**config.mk**
```make
export PLATFORM = sky130hd
export DESIGN_NAME = ram_arbiter
export DESIGN_NICKNAME = d
export VERILOG_FILES = /design/src/rtl/ram_arbiter.sv
export SDC_FILE = /design/constraint.sdc
export NUM_CORES = 1
export LEC_CHECK = 0
export CAP_MARGIN = 20
export CORE_UTILIZATION = 35
export CTS_CLUSTER_SIZE = 25
export DETAILED_ROUTE_END_ITERATION = 12
export PLACE_DENSITY = 0.76
export SETUP_SLACK_MARGIN = 0.15
export SYNTH_ARGS = -nofsm -noshare
export SYNTH_HDL_FRONTEND = slang
export SYNTH_SLANG_ARGS = --single-unit
```
**constraint.sdc**
```tcl
create_clock -name clk -period 6.2 [get_ports clk]
set_input_delay 1.24 -clock clk [delete_from_list [all_inputs] [get_ports clk]]
set_output_delay 1.24 -clock clk [all_outputs]
set_load 0.01 [all_outputs]
```
**src/rtl/ram_arbiter.sv**
```systemverilog
// Round-robin arbiter sharing one RAM port between the CPU and the VGA reader.
// Define RAM_TIMEOUT_EN to abort RAM transactions that stay unacknowledged for TIMEOUT cycles.
module ram_arbiter #(
  parameter int ADDR_W  = 32,
  parameter int DATA_W  = 32,
  parameter int TIMEOUT = 255
) (
  input  logic              clk,
  input  logic              rst,
  input  logic              cpu_req,
  input  logic              cpu_we,
  input  logic [ADDR_W-1:0] cpu_addr,
  input  logic [DATA_W-1:0] cpu_wdata,
  output logic [DATA_W-1:0] cpu_rdata,
  output logic              cpu_ack,
  input  logic              vga_req,
  input  logic [ADDR_W-1:0] vga_addr,
  output logic [DATA_W-1:0] vga_rdata,
  output logic              vga_ack,
  output logic              ram_req,
  output logic              ram_we,
  output logic [ADDR_W-1:0] ram_addr,
  output logic [DATA_W-1:0] ram_wdata,
  input  logic [DATA_W-1:0] ram_rdata,
  input  logic              ram_ack,
  output logic              err,
  output logic [1:0]        dbg_state
);

  // Handshake: a requester holds req (and its command) until it sees its one-cycle
  // ack; the RAM sees ram_req held with a stable command until its one-cycle ram_ack.
  typedef enum logic [1:0] {
    IDLE = 2'd0,
    BUSY = 2'd1,
    RESP = 2'd2
  } state_t;

  localparam logic OWN_CPU = 1'b0;
  localparam logic OWN_VGA = 1'b1;

  state_t            state_q, state_d;
  logic              owner_q, owner_d;
  logic              last_q, last_d;
  logic              grant_vga;
  logic              ram_req_d, ram_we_d;
  logic [ADDR_W-1:0] ram_addr_d;
  logic [DATA_W-1:0] ram_wdata_d;
  logic [DATA_W-1:0] cpu_rdata_d, vga_rdata_d;
  logic              cpu_ack_d, vga_ack_d, err_d;

`ifdef RAM_TIMEOUT_EN
  localparam int CNT_W = $clog2(TIMEOUT + 1);
  logic [CNT_W-1:0] cnt_q, cnt_d;
  logic             tmo_hit;

  // Fires in the TIMEOUT-th BUSY cycle that passes without ram_ack.
  assign tmo_hit = (cnt_q == CNT_W'(TIMEOUT - 1));
`endif

  assign dbg_state = state_q;

  always_comb begin
    state_d     = state_q;
    owner_d     = owner_q;
    last_d      = last_q;
    grant_vga   = 1'b0;
    ram_req_d   = ram_req;
    ram_we_d    = ram_we;
    ram_addr_d  = ram_addr;
    ram_wdata_d = ram_wdata;
    cpu_rdata_d = cpu_rdata;
    vga_rdata_d = vga_rdata;
    cpu_ack_d   = 1'b0;
    vga_ack_d   = 1'b0;
    err_d       = 1'b0;
`ifdef RAM_TIMEOUT_EN
    cnt_d       = cnt_q;
`endif
    case (state_q)
      IDLE: begin
        if (cpu_req || vga_req) begin
          // On a tie the side that did not win last time goes first.
          grant_vga = vga_req && (!cpu_req || (last_q == OWN_CPU));
          owner_d   = grant_vga;
          last_d    = grant_vga;
          ram_req_d = 1'b1;
          if (grant_vga) begin
            ram_we_d    = 1'b0;
            ram_addr_d  = vga_addr;
            ram_wdata_d = '0;
          end else begin
            ram_we_d    = cpu_we;
            ram_addr_d  = cpu_addr;
            ram_wdata_d = cpu_wdata;
          end
`ifdef RAM_TIMEOUT_EN
          cnt_d = '0;
`endif
          state_d = BUSY;
        end
      end
      BUSY: begin
        if (ram_ack) begin
          ram_req_d = 1'b0;
          if (owner_q == OWN_VGA) begin
            vga_rdata_d = ram_rdata;
            vga_ack_d   = 1'b1;
          end else begin
            cpu_rdata_d = ram_rdata;
            cpu_ack_d   = 1'b1;
          end
          state_d = RESP;
        end
`ifdef RAM_TIMEOUT_EN
        else if (tmo_hit) begin
          ram_req_d = 1'b0;
          err_d     = 1'b1;
          if (owner_q == OWN_VGA) begin
            vga_rdata_d = '1;
            vga_ack_d   = 1'b1;
          end else begin
            cpu_rdata_d = '1;
            cpu_ack_d   = 1'b1;
          end
          state_d = RESP;
        end else begin
          cnt_d = cnt_q + CNT_W'(1);
        end
`endif
      end
      RESP:    state_d = IDLE;
      default: state_d = IDLE;
    endcase
  end

  always_ff @(posedge clk or posedge rst) begin
    if (rst) begin
      state_q   <= IDLE;
      owner_q   <= OWN_CPU;
      last_q    <= OWN_VGA;
      ram_req   <= 1'b0;
      ram_we    <= 1'b0;
      ram_addr  <= '0;
      ram_wdata <= '0;
      cpu_rdata <= '0;
      vga_rdata <= '0;
      cpu_ack   <= 1'b0;
      vga_ack   <= 1'b0;
      err       <= 1'b0;
    end else begin
      state_q   <= state_d;
      owner_q   <= owner_d;
      last_q    <= last_d;
      ram_req   <= ram_req_d;
      ram_we    <= ram_we_d;
      ram_addr  <= ram_addr_d;
      ram_wdata <= ram_wdata_d;
      cpu_rdata <= cpu_rdata_d;
      vga_rdata <= vga_rdata_d;
      cpu_ack   <= cpu_ack_d;
      vga_ack   <= vga_ack_d;
      err       <= err_d;
    end
  end

`ifdef RAM_TIMEOUT_EN
  always_ff @(posedge clk or posedge rst) begin
    if (rst) cnt_q <= '0;
    else     cnt_q <= cnt_d;
  end
`endif

endmodule
```
==> flow_summary_export.csv <==
group,metric,value,unit
clock_tree,root_buffer,"clkbuf_16",
power_and_ir_drop,power.density,531,nW/µm²
setup_path,critical-path-max-stage-delay,630,ps
synthesis,syn_nets,541,
synthesis,ys_seq_area_share,63.5,%
setup_path,startpoint_type,"primary input",
clock_tree,holdBufCountCts,0,
power_and_ir_drop,swShare,29.9,%
synthesis,synth_compound_area_share,12.2,%
timing,tightestPinTransition,965,ps
timing,fin_crit_sh,50.1,%
die,boundaryPins,269,
clock_tree,h-tree-depth,4,
synthesis,async_flop_share,100,%
clock_tree,insertion_delay,410,ps
setup_path,cp-end-kind,"flip-flop",
timing,finalCriticalPeriod,3110,ps
clock_tree,post_cts_buffers,0,
grt,grt_pass1_vias,4625,
setup_path,worst_r2r_path_depth,4,
job,cap_violations,0,
clock_tree,tritoncts,"built",
synthesis,synth-main-ff-cell,"dfrtp_1",
detailed_routing,routed_via_density,4.92,
synthesis,synth-xor-area-share,0,%
placement,dp_slack,2560,ps
power_and_ir_drop,clock_power_share,24.1,%
timing,final-hold-violation-count,0,
placement,gp_congestion,0.746,
setup_path,crit_chain,"clkdlybuf4s50_1, inv_2, a2111oi_4, buf_4, a222oi_1",
grt,grt_pass1_wl,23.6,mm
layout,drive_gt1_share,15.6,%
placement,dp_hpwl,10.6,mm
timing,layout_setup_ws,3090,ps
power_and_ir_drop,seqPwrFrac,33.7,%
synthesis,ys.warnings.count,0,
layout,nFillCells,1144,
synthesis,postSynthAreaPerCell,13.2,µm²
setup_path,crit_type,"primary input to flip-flop",
power_and_ir_drop,power.total,4.70,mW
synthesis,synth.area.mux_share,13.4,%
clock_tree,cts_buffers,17,
clock_tree,clk_pin_slew,60,ps
synthesis,yosysMostFrequentCell,"dfrtp_1",
timing,slew_viol_final,0,
status,status,"finished, final reports clean",
setup_path,worstPathArrival,3350,ps
die,rows,44,
timing,clock.fmax,322,MHz
timing,finalSetupTns,0,ps
clock_tree,cts-resized-gates,0,
timing,grt_setup_unrepaired,"false",
setup_path,path_buf_inv,3,
min_path,whs_path_depth,2,
setup_path,crit_fanout,59,
layout,num_antenna_cells,0,
grt,grt_usage,19.3,%
synthesis,synth_edf_count,0,
layout,syn_to_final_growth,65.0,%
grt,grt_max_degree,92,
synthesis,ys_top_cells_by_area,"dfrtp_1 63%, mux2_2 13%, inv_1 7.1%",
die,core_area,14800,µm²
grt,antenna_found_initial,0,
synthesis,synthSimpleGateAreaFrac,0.887,%
setup_path,crit_family,"buffers and inverters",
synthesis,yosysTopAreaCellShare,63.0,%
synthesis,synth_top_family_by_area,"multiplexers",
setup_path,critPathRequiredTime,6440,ps
detailed_routing,wirelength,14.8,mm
setup_path,cp_num_cells,5,
setup_path,crit_slowest_cell,"buf_4",
power_and_ir_drop,switchingPower,1.41,mW
detailed_routing,first_pass_iters,6,
synthesis,netlist_area,5360,µm²
synthesis,postSynthCellCount,407,
detailed_routing,vias,4272,
clock_tree,cts_buffer_depth,2,
die,initial_core_util,36.3,%
timing,finClkSkew,3.97,ps
synthesis,yosysTopAreaCell,"dfrtp_1",
timing,setup_viol_count_final,0,
timing,max-slew-margin-rel,35.5,%
die,die_h,126,µm
power_and_ir_drop,combPwrFrac,42.2,%
detailed_routing,drc,0,
die,die_w,126,µm
clock_tree,cts_sinks,136,
synthesis,synthAdderAreaFrac,0,%
detailed_routing,drt_iter0_drc,242,
placement,portBuffers,267,
synthesis,ys_ff_latch,136,
grt,overflow,0,
detailed_routing,wl_per_cell,17.0,µm
layout,post-route-util,60.0,%
die,dieArea,15800,µm²
synthesis,ys_top_cells_by_count,"135 x dfrtp_1, 101 x inv_1, 64 x mux2_2",
layout,final_nets,806,
power_and_ir_drop,cell_internal_pwr,3.29,mW
power_and_ir_drop,peakVddDrop,0.230,mV
power_and_ir_drop,leakage,4.08,nW
synthesis,ys_types,23,
detailed_routing,final_antenna_net_count,0,
min_path,min_path_type,"flip-flop to flip-flop",
power groups by stage:
stage / combinational [mW] / sequential (mW) / clock, mW
floorplan: 0.671 / 1.77 / 0
global placement: 1.95 / 1.58 / 0
detailed placement: 1.99 / 1.60 / 0
CTS: 2.00 / 1.59 / 1.15
global route: 2.11 / 1.64 / 1.20
finish: 1.98 / 1.58 / 1.13
path summary, 6_finish.rpt:
| check | end | slack (ps) | startpoint |
|---|---|---|---|
| max in group asynchronous | ram_wdata[4]$_DFFE_PP0P_ | 3700 | rst |
| worst max register to register | ram_addr[29]$_DFFE_PP0P_ | 3950 | last_q$_DFFE_PP1P_ |
| worst min register to register | ram_req$_DFFE_PP0P_ | 490 | ram_req$_DFFE_PP0P_ |
| worst min-delay path | ram_req$_DFFE_PP0P_ | 490 | ram_req$_DFFE_PP0P_ |
| min in group asynchronous | ram_wdata[9]$_DFFE_PP0P_ | 1360 | rst |
| worst max-delay path | ram_addr[29]$_DFFE_PP0P_ | 3090 | cpu_req |
metal layers:
| metal | part of all wire (%) | track usage [%] | wire (µm) | vias up |
|---|---|---|---|---|
| met4 | 3.4 | 10.8 | 499 | 0 |
| met3 | 5.9 | 4.76 | 873 | 40 |
| met1 | 40 | 22.3 | 5880 | 2124 |
| li1 | - | - | - | 1914 |
| met5 | 0 | 0 | 0 | - |
| met2 | 51 | 32.9 | 7530 | 194 |
worst min-delay path: cells and delay by family (launching register included):
| family | cells | cell delay, ps |
|---|---|---|
| AND/OR/NAND/NOR | 2 | 110 |
| flip-flops | 1 | 350 |
metrics by stage:
stage | std cells | hold WS [ps] | area, µm²
after floorplan | 407 | 512 | 5360
after global placement | 836 | 468 | 8160
after detailed placement | 836 | 486 | 8160
after CTS | 868 | 500 | 8840
after global routing | 869 | 515 | 8850
final | 869 | 488 | 8850
logic make-up after synthesis:
group	count (synthesis)
compound gates	70
buf+inv	127
flops	136
mux	64
other cells	1
simple gates	9
state kept, by name, indices dropped and copies added (netlist names):
name,count
owner_q,1
dbg_state,2
ram_we,1
cpu_ack,1
ram_req,1
vga_rdata,32
ram_addr,32
ram_wdata,32
last_q,1
cpu_rdata,32
vga_ack,1
cell type report:
class | instances | area, µm² | share of cell area, %
clock buffer | 21 | 480 | 5.43
clock inverter | 11 | 193 | 2.18
inverter | 102 | 388 | 4.38
multi-input combinational | 144 | 1450 | 16.3
sequential | 136 | 3400 | 38.5
tap | 184 | 230 | 2.60
timing repair buffer | 271 | 2710 | 30.6
cell usage in the layout, fill, tap and decap left out, types with 2 or more instances in the layout:
cell type | synthesis | final
bufinv_16 | 0 | 5
clkinv_4 | 0 | 2
clkinv_2 | 0 | 2
clkdlybuf4s50_1 | 0 | 267
mux2_2 | 64 | 64
clkinvlp_4 | 0 | 2
a222oi_1 | 32 | 32
nand2_1 | 3 | 3
dfrtp_1 | 135 | 135
clkbuf_8 | 0 | 4
a21oi_1 | 2 | 2
clkbuf_16 | 0 | 17
a22o_1 | 33 | 33
buf_4 | 9 | 3
inv_1 | 101 | 100
Note: power is estimated with default switching activity, not from simulation.
